File: src/rtl/mask_row_serializer.sv
// mask_row_serializer
// Takes one IMG_W-bit row mask per handshake and shifts it out to the sensor
// mask chain as OUT_W-bit beats, lowest chunk first. Row position within the
// frame is tracked so the last chunk of a row and the last row of a frame
// can be flagged. A one-cycle pulse follows the final beat of a frame.
module mask_row_serializer #(
    parameter int IMG_W = 300,
    parameter int IMG_H = 300,
    parameter int OUT_W = 16,
    localparam int NCHUNK = (IMG_W + OUT_W - 1) / OUT_W,
    localparam int RW = (IMG_H > 1) ? $clog2(IMG_H) : 1
) (
    input  logic             clk,
    input  logic             rst_n,
    input  logic             clk_en,
    input  logic             frame_abort,
    input  logic [IMG_W-1:0] row_mask,
    input  logic             row_valid,
    output logic             row_ready,
    output logic [OUT_W-1:0] ser_data,
    output logic             ser_valid,
    input  logic             ser_ready,
    output logic             ser_last_chunk,
    output logic             ser_last_row,
    output logic [RW-1:0]    row_idx,
    output logic             frame_done,
    output logic             busy
);

    // Shadow holds whole chunks; bits above IMG_W are padding and stay zero.
    localparam int SW = NCHUNK * OUT_W;
    localparam int CW = (NCHUNK > 1) ? $clog2(NCHUNK) : 1;
    localparam logic [CW-1:0] LAST_CHUNK = CW'(NCHUNK - 1);
    localparam logic [RW-1:0] LAST_ROW   = RW'(IMG_H - 1);

    typedef enum logic [0:0] {
        IDLE  = 1'b0,
        SHIFT = 1'b1
    } state_t;

    state_t          state_r;
    logic [SW-1:0]   shadow_r;
    logic [CW-1:0]   chunk_cnt_r;
    logic [RW-1:0]   row_cnt_r;
    logic            frame_done_r;

    logic            in_shift_s;
    logic            last_chunk_s;
    logic            last_row_s;

    // Decode of the registered state into the handshake and status outputs.
    always_comb begin
        in_shift_s     = (state_r == SHIFT);
        last_chunk_s   = (chunk_cnt_r == LAST_CHUNK);
        last_row_s     = (row_cnt_r == LAST_ROW);
        // rst_n gates row_ready so nothing is offered while reset is held.
        row_ready      = rst_n & clk_en & ~in_shift_s;
        ser_valid      = clk_en & in_shift_s;
        ser_data       = shadow_r[OUT_W-1:0];
        ser_last_chunk = in_shift_s & last_chunk_s;
        ser_last_row   = last_row_s;
        row_idx        = row_cnt_r;
        busy           = in_shift_s;
        // A pending pulse is withheld while the block is frozen.
        frame_done     = frame_done_r & clk_en;
    end

    // Row load / beat shift state machine with row and chunk counters.
    always_ff @(posedge clk or negedge rst_n) begin
        if (!rst_n) begin
            state_r      <= IDLE;
            shadow_r     <= {SW{1'b0}};
            chunk_cnt_r  <= {CW{1'b0}};
            row_cnt_r    <= {RW{1'b0}};
            frame_done_r <= 1'b0;
        end else if (clk_en) begin
            if (frame_abort) begin
                // Abort wins over any handshake in the same cycle.
                state_r      <= IDLE;
                shadow_r     <= {SW{1'b0}};
                chunk_cnt_r  <= {CW{1'b0}};
                row_cnt_r    <= {RW{1'b0}};
                frame_done_r <= 1'b0;
            end else begin
                frame_done_r <= 1'b0;
                case (state_r)
                    IDLE: begin
                        if (row_valid) begin
                            shadow_r    <= SW'(row_mask);
                            chunk_cnt_r <= {CW{1'b0}};
                            state_r     <= SHIFT;
                        end else begin
                            state_r     <= IDLE;
                        end
                    end
                    SHIFT: begin
                        if (ser_ready) begin
                            shadow_r <= shadow_r >> OUT_W;
                            if (last_chunk_s) begin
                                chunk_cnt_r <= {CW{1'b0}};
                                state_r     <= IDLE;
                                if (last_row_s) begin
                                    row_cnt_r    <= {RW{1'b0}};
                                    frame_done_r <= 1'b1;
                                end else begin
                                    row_cnt_r    <= row_cnt_r + RW'(1);
                                end
                            end else begin
                                chunk_cnt_r <= chunk_cnt_r + CW'(1);
                                state_r     <= SHIFT;
                            end
                        end else begin
                            state_r <= SHIFT;
                        end
                    end
                    default: begin
                        state_r     <= IDLE;
                        shadow_r    <= {SW{1'b0}};
                        chunk_cnt_r <= {CW{1'b0}};
                    end
                endcase
            end
        end else begin
            state_r <= state_r;
        end
    end

endmodule

File: config.mk
export PLATFORM = sky130hd
export DESIGN_NAME = mask_row_serializer
export DESIGN_NICKNAME = d
export VERILOG_FILES = /design/src/rtl/mask_row_serializer.sv
export SDC_FILE = /design/constraint.sdc
export NUM_CORES = 1
export LEC_CHECK = 0
export CORE_MARGIN = 2
export CORE_UTILIZATION = 46
export CTS_CLUSTER_DIAMETER = 30
export DETAILED_ROUTE_END_ITERATION = 16
export GPL_TIMING_DRIVEN = 0
export PLACE_DENSITY = 0.8
export SYNTH_ARGS = -nofsm -noshare
export SYNTH_HDL_FRONTEND = slang
export SYNTH_SLANG_ARGS = --single-unit
export TNS_END_PERCENT = 50
File: constraint.sdc
create_clock -name clk -period 1.67 [get_ports clk]
set_input_delay 0.501 -clock clk [delete_from_list [all_inputs] [get_ports clk]]
set_output_delay 0.501 -clock clk [all_outputs]
set_load 0.01 [all_outputs]
# Word-level counts from Yosys, hierarchy flattened
# Cells that the tools add are included.
# op_classes
shifts,0
bitwise_logic,6
div_mod_pow,0
n_reduce_logical,5
magnitude_cmp,0
add_sub_neg,2
n_eq_ne,4
mux,24
multipliers,0
# op_table
cell,count
two-way mux 304 bit,3
case mux 304 bit (2 select lines),1
two-way mux 9 bit,5
two-way mux 5 bit,4
case mux 5 bit (2 select lines),1
"adder 9 x 1 -> 9 bit, second input constant",1
"== test 9 bit, second input constant",1
two-way mux 1 bit,9
"!= test 3 bit, second input constant",2
nonzero test 2 bit,3
"adder 5 x 1 -> 5 bit, second input constant",1
bitwise AND 1 bit,5
"== test 5 bit, second input constant",1
AND reduction 4 bit,1
AND reduction 3 bit,1
case mux 1 bit (2 select lines),1
inverter 1 bit,1
# totals
reg_bits,320
wordCells,46
memories,0
out_inout_bits,31
romBits,0
latchBits,0
input_bits,306
mem_bits_rw,0

# Longest topological paths before layout
# Gate-level depths: netlist of the first run.
# depth
ltp_word,6
ltp_mapped,7
ltp_nobuf,6

# Worst setup path before layout of the first run
# OpenSTA, ideal clock, no wires.
# synth_path
path_type,flip-flop to flip-flop
from,"reg row_cnt_r[0], in the netlist row_idx[0]"
to,"reg row_cnt_r[7], in the netlist row_idx[7]"
setup_time_ns,0.133
path_stages_with_launch,6
arrival_ns,1.688
slack_ns,-0.151
required_time_ns,1.537
path_buffers,0
period_less_slack_ns,1.821
path_cell_list,dfrtp_1 ha_1 or4b_4 nor2_4 a32o_1 o211ai_1
# synth_between
elab_chain_cells,6
elab_cells_between_ends,7
classes_between,add/sub (1); eq/ne (1); mux (5)
# synth_rtl
item,line_no,text
from (decl),44,logic [RW-1:0] row_cnt_r;
from (signal assigned),74,row_cnt_r <= {RW{1'b0}};
from (signal assigned),82,row_cnt_r <= {RW{1'b0}};
from (signal assigned),103,row_cnt_r <= {RW{1'b0}};
== test 9 bit,55,last_row_s = (row_cnt_r == LAST_ROW);
net ser_last_row,24,"output logic ser_last_row,"
two-way mux 9 bit,102,if (last_row_s) begin
two-way mux 9 bit,99,if (last_chunk_s) begin
two-way mux 9 bit,97,if (ser_ready) begin
two-way mux 9 bit,86,case (state_r)
two-way mux 9 bit,77,if (frame_abort) begin
# The timed path passes the listed nets, and every way through them passes these cells. The select of a mux whose other input is x is not followed.
# A chain may end at the register's enable or synchronous reset.

# Worst setup path after layout of the first run
# layout_path
from,"reg row_cnt_r[1], in the netlist row_idx[1]"
to,out ser_last_row
# layout_between
elab_chain_cells,1
# layout_rtl
item,line_no
== test 9 bit,55
to (decl),24
# Every way passes these cells.

==> results of run 1 <==
-- layout make-up --
| cell class | instances | area (um2) |
|---|---|---|
| multi-input cells | 983 | 10600 |
| flip-flops and latches | 316 | 7920 |
| repair buffers | 450 | 5340 |
| fillers | 1400 | 4830 |
| clock buffers | 88 | 1960 |
| plain buffers | 142 | 1610 |
| well taps | 448 | 561 |
| clock inverters | 41 | 556 |
| diodes | 7 | 17.5 |
| inverters | 3 | 11.3 |
-- metrics by stage --
stage / power (uW) / hold WS [ps] / util [%] / setup WS [ps]
2_1_floorplan: 11700 / 205 / - / -19.0
3_3_place_gp: 13500 / 450 / 58.2 / -14520
3_5_place_dp: 13700 / 456 / 58.4 / -1220
4_1_cts: 29800 / -131 / 75.6 / -644
5_1_grt: 33500 / 17.7 / 85.5 / -672
6_report: 32900 / -28.2 / 85.5 / -640
-- power by group through the flow --
stage | clock (uW) | sequential, uW | combinational, uW
floorplan | 0 | 9160 | 2580
global placement | 0 | 9350 | 4200
detailed placement | 0 | 9370 | 4330
CTS | 14600 | 9360 | 5910
global route | 15400 | 9780 | 8400
finish | 15000 | 9760 | 8130
-- per-layer routing --
layer / GRT usage, % / wire [um]
met1: 42.0 / 26600
met2: 55.7 / 37200
met3: 7.51 / 6980
met4: 14.8 / 5170
met5: 0 / 13
-- how the worst max path moves through the flow --
stage / start / to / slack [ps] / depth (start not counted)
floorplan: row_idx[0] / ser_last_row / -20 / 3
global placement: rst_n / row_idx[1] / -14520 / 1
detailed placement: rst_n / row_ready / -1220 / 5
CTS: row_idx[0] / ser_last_row / -640 / 4
global route: row_idx[1] / ser_last_row / -670 / 4
finish: row_idx[1] / ser_last_row / -640 / 4
-- state kept, by name (all words and copies together), names as in the netlist --
signal,count
busy,1
chunk_cnt_r,5
frame_done_r,1
row_idx,9
shadow_r,300
-- worst register-to-register path, delay by kind of cell, from the launching register on --
kind | cells | cell delay [ps]
buffers and inverters | 4 | 910
AO/OA/AOI/OAI | 1 | 90
flip-flops | 1 | 390
multiplexers | 1 | 550
-- kinds of logic (layout without fill, tap and decap cells) --
family	Yosys count	after routing
AOI/OAI and AO/OA	315	315
other	0	7
and+or+nand+nor	380	380
muxes	285	285
buffers and inverters	154	724
adders and majority gates	3	3
DFF	316	316
-- timing repair --
action | 4_1_cts | 5_1_grt
setup endpoints to repair | 344 | 342
cloned | 34 | 12
setup buffers | 52 | 23
pin swaps | 119 | 94
endpoints found under the hold margin | 83 | 83
resized for setup | 671 | 632
-- cell usage in the layout (no fill, tap or decap), types with 9 or more instances in the layout --
cell	Yosys	final
dfrtp_1	316	310
clkdlybuf4s50_1	0	302
mux2i_1	284	262
nand2_4	0	147
o31ai_4	1	145
nand2_1	324	138
clkbuf_16	0	87
o31ai_2	0	84
buf_6	0	66
o31ai_1	288	60
buf_4	21	53
buf_12	0	47
nand2_2	0	39
buf_16	0	28
buf_8	0	25
mux2i_2	0	22
clkbuf_1	36	20
nand3_1	20	20
clkbuf_2	0	18
buf_2	93	12
clkinv_2	0	10
clkinvlp_4	0	9
bufinv_16	0	9
==> results_dict.tcl, run 1 <==
set metrics [dict create \
    outcome "complete, but fails checks" \
    violations "hold timing, setup timing" \
    grt_overflow 0 \
    worst_setup_path_end_kind "output pin" \
    hpwl_um 33900 \
    rsz0062_at_grt "yes" \
    cts.htree.levels 3 \
    r2r_slack_ps -400 \
    synth_common_cells "nand2_1, dfrtp_1, o31ai_1" \
    yosysSeqAreaShare_pct 51.0 \
    synthAdderAreaFrac_pct 0.242 \
    start_util_pct 46.4 \
    track_usage_pct 33.5 \
    fmax_mhz 433 \
    dieArea_mm2 0.0352 \
    sequentialPowerShare_pct 29.7 \
    clock-sinks 316 \
    antenna_left 0 \
    die_x_um 188 \
    clk_pin_slew_ps 50 \
    path_class "reg -> out" \
    viasPerCell 6.57 \
    crit_path_top_delay_cell "or4b_4" \
    final_cells 2478 \
    syn_inst 1453 \
    yosysMostFrequentCell "nand2_1" \
    grt_antenna_before_repair 8 \
    place_inst 2238 \
    num_rows 67 \
    relSlewSlack_pct 28.1 \
    cts_tree "yes" \
    numCtsBuffers 71 \
    setup_viol 336 \
    min_period_ps 2310 \
    synth.avg_cell_area_um2 10.7 \
    clkPwrFrac_pct 45.7 \
    p_per_area_mw_per_mm2 1150 \
    combPwrFrac_pct 24.7 \
    yosysWarnings 0 \
    initialDrtViolationCount 1706 \
    hold_violations 3 \
    internal-power_uw 22400 \
    syn_area_mm2 0.0155 \
    coreArea_mm2 0.0334 \
    clkLatencyLatePin_ps 550 \
    slew_violations 0 \
    yosysTopAreaCell "dfrtp_1" \
    finalWorstSetupSlack_ps -640 \
    critPathMaxStageDelay_ps 490 \
    synth-edff-count 0 \
    ys_ff_latch 316 \
    drcViolationCount 0 \
    arrival_ps 1810 \
    synthSimpleGateAreaFrac_pct 10.1 \
    grt_pass1_wl_um 92600 \
    gp_congestion 0.894 \
    worst_pin_slew_ps 1080 \
    critPathTopFamily "simple AND/OR/NAND/NOR gates" \
    tns_ps -64730 \
    avgRoutedWirePerCell_um 30.7 \
    synth_top_area_share_pct 51.0 \
    synth_xor_area_share_pct 0 \
    hold_ws_ps -28.2 \
    clk_path_buf_depth 3 \
    io_buffers 335 \
    skew_ps 26.0 \
    start_kind "flop" \
    p_sw_share_pct 31.9 \
    r2r_start "busy" \
    worstPathMaxFanout 2 \
    vias 16277 \
    grt_pass1_vias 15983 \
    p_leak_uw 0.0127 \
    postPlaceCellArea_mm2 0.0195 \
    grt_max_degree 117 \
    hp-class "in -> async" \
    drt-total-wl_um 76000 \
    crit_chain "ha_4 -> or4b_4 -> nor2_4 -> buf_6" \
    drive_gt1_share_pct 42.5 \
    io_pins 337 \
    synth_compound_area_share_pct 15.2 \
    synth_area_leaders "dfrtp_1, mux2i_1, o31ai_1" \
    r2r-end "shadow_r[138]" \
    cp.buffers_inverters 1 \
    synth_top_family_by_area "multiplexers" \
    synth_mux_area_share_pct 18.4 \
    yosysUniqueCellTypes 45 \
    dieHeight_um 188 \
    reg2reg_depth 6 \
    root_buffer "clkbuf_16" \
    nets 2276 \
    fin_area_mm2 0.0285 \
    ir_drop_mv 1.04 \
    areaGrowthSynthToFinish_pct 84.1 \
    postSynthNetCount 1762 \
    period_share_pct 138 \
    worstPathRequired_ps 1170 \
    async_flop_share_pct 100 \
    p_sw_uw 10500 \
    synth_ff_type "dfrtp_1" \
    dr.pass1.iters 5 \
    maxCapViolCount 0 \
]
Note: power is estimated with default switching activity, not from simulation.
==> run 2: changes to the inputs <==
--- a/config.mk
+++ b/config.mk
@@ -5,12 +5,14 @@
 export SDC_FILE = /design/constraint.sdc
 export NUM_CORES = 1
 export LEC_CHECK = 0
+export CELL_PAD_IN_SITES_DETAIL_PLACEMENT = 0
+export CELL_PAD_IN_SITES_GLOBAL_PLACEMENT = 1
 export CORE_MARGIN = 2
-export CORE_UTILIZATION = 46
-export CTS_CLUSTER_DIAMETER = 30
+export CORE_UTILIZATION = 36
+export CTS_CLUSTER_DIAMETER = 150
 export DETAILED_ROUTE_END_ITERATION = 16
 export GPL_TIMING_DRIVEN = 0
-export PLACE_DENSITY = 0.8
+export PLACE_DENSITY = 0.81
 export SYNTH_ARGS = -nofsm -noshare
 export SYNTH_HDL_FRONTEND = slang
 export SYNTH_SLANG_ARGS = --single-unit
==> results_dict.tcl, run 2 (synthesis results as in run 1) <==
set metrics [dict create \
    avgRoutedWirePerCell_um 24.0 \
    p_per_area_mw_per_mm2 935 \
    drive_gt1_share_pct 39.2 \
    largest_reg_flops 300 \
    path_class "reg -> out" \
    grt_pass1_wl_um 81600 \
    gp_congestion 0.848 \
    grt_antenna_before_repair 3 \
    start_util_pct 36.2 \
    register_area_mm2 0.00792 \
    hold_ws_ps -99.6 \
    critPathMaxStageDelay_ps 480 \
    outcome "complete, but fails checks" \
    hp-class "in -> async" \
    num_rows 76 \
    min_period_ps 2290 \
    final_util_pct 62.7 \
    power.total_uw 25100 \
    hold_violations 67 \
    layout_commonest_cell "dfrtp_1" \
    cts_tree "yes" \
    final_cell_mix "dfrtp_1, clkdlybuf4s50_1, mux2i_1, nand2_1, nand2_4" \
    place_ws_ps -1010 \
    numCtsBuffers 38 \
    clk_pin_slew_ps 60 \
    track_usage_pct 23.5 \
    drcViolationCount 0 \
    crit_path_top_delay_cell "or4b_4" \
    crit_chain "ha_4 -> or4b_4 -> nor2_4 -> buf_6" \
    hpwl_um 36000 \
    period_share_pct 137 \
    areaGrowthSynthToFinish_pct 73.0 \
    max_flop_register "shadow_r" \
    final_cells 2504 \
    dr.pass1.iters 7 \
    violations "hold timing, setup timing" \
    ir_drop_mv 0.560 \
    worstPathMaxFanout 2 \
    clkLatencyLatePin_ps 550 \
    start_kind "flop" \
    antenna_left 0 \
    arrival_ps 1790 \
    root_buffer "clkbuf_16" \
    fmax_mhz 436 \
    maxCapViolCount 0 \
    coreArea_mm2 0.0428 \
    nets 2235 \
    fillCellCount 3106 \
    finalWorstSetupSlack_ps -624 \
    drt-total-wl_um 60200 \
    skew_ps 7.98 \
    io_buffers 335 \
    cts.htree.levels 2 \
    worstPathRequired_ps 1170 \
    worst_pin_slew_ps 1090 \
    p_leak_uw 0.0118 \
    initialDrtViolationCount 977 \
    rsz0062_at_grt "yes" \
    clk_path_buf_depth 3 \
    critPathTopFamily "simple AND/OR/NAND/NOR gates" \
    setup_viol 334 \
    grt_max_degree 96 \
    worst_setup_path_end_kind "output pin" \
    dieArea_mm2 0.0447 \
    viasPerCell 5.65 \
    io_pins 337 \
    grt_overflow 0 \
    slew_violations 0 \
    cp.buffers_inverters 1 \
    place_inst 2337 \
    grt_pass1_vias 14173 \
    dieHeight_um 211 \
    die_x_um 211 \
    clock-sinks 316 \
    multi_input_area_mm2 0.0101 \
    relSlewSlack_pct 27.2 \
    vias 14148 \
]
==> run 2: changes by cell type in the layout (fill, tap and decap cells not counted), sizes merged, moves of 4 or more <==
| cell | change |
|---|---|
| clkinvlp | -9 |
| inv | -4 |
| clkinv | -6 |
| bufinv | -9 |
| clkbuf | -20 |
| diode | -4 |
| buf | -15 |
==> run 2: cell type report <==
class | count | area share, %
Sequential cell | 316 | 29.5
Buffer | 142 | 6.25
Inverter | 3 | 0.0420
Multi-Input combinational cell | 983 | 37.5
Tap cell | 546 | 2.55
Antenna cell | 3 | 0.0280
Clock inverter | 13 | 0.271
Timing Repair Buffer | 442 | 19.7
Clock buffer | 56 | 4.10
==> run 2: timing repair <==
item	CTS	global route
resized for setup	625	592
buffers inserted	50	15
pin swaps	99	77
setup endpoints to repair	345	342
cloned	24	25
endpoints found under the hold margin	67	60
==> run 2: per-layer routing <==
metal / global-route usage [%] / up-vias / share of wire, %
met3: 4.70 / 111 / 5.5
met4: 6.27 / 0 / 2.5
met2: 37.9 / 528 / 50
met1: 32.3 / 7263 / 42
li1: - / 6246 / -
met5: 0 / - / 0
==> run 2: worst paths after layout <==
path | slack, ps | from | depth (start not counted) | end
max in group asynchronous | 460 | rst_n | 3 | shadow_r[169]
setup reg to reg | -240 | busy | 9 | shadow_r[95]
hold / removal | -100 | rst_n | 1 | shadow_r[10]
hold reg to reg | 470 | shadow_r[296] | 2 | shadow_r[296]
min in group clk | 470 | shadow_r[296] | 2 | shadow_r[296]
setup / recovery | -620 | row_idx[1] | 4 | ser_last_row
==> run 2: through the flow <==
step	hold slack, ps	TNS [ps]	area [um2]
after global routing	-52.2	-67210	26800
after CTS	-77.8	-109090	23700
after floorplan	205	-19.0	15500
after global placement	450	-4595500	19600
final	-99.6	-48530	26800
after detailed placement	456	-287180	19600
==> run 2: power breakdown <==
group / total [uW] / internal (uW) / switching [uW]
sequential: 9590 / 8630 / 953
clock: 7970 / 4580 / 3390
combinational: 7500 / 3880 / 3610
total: 25100 / 17100 / 7960
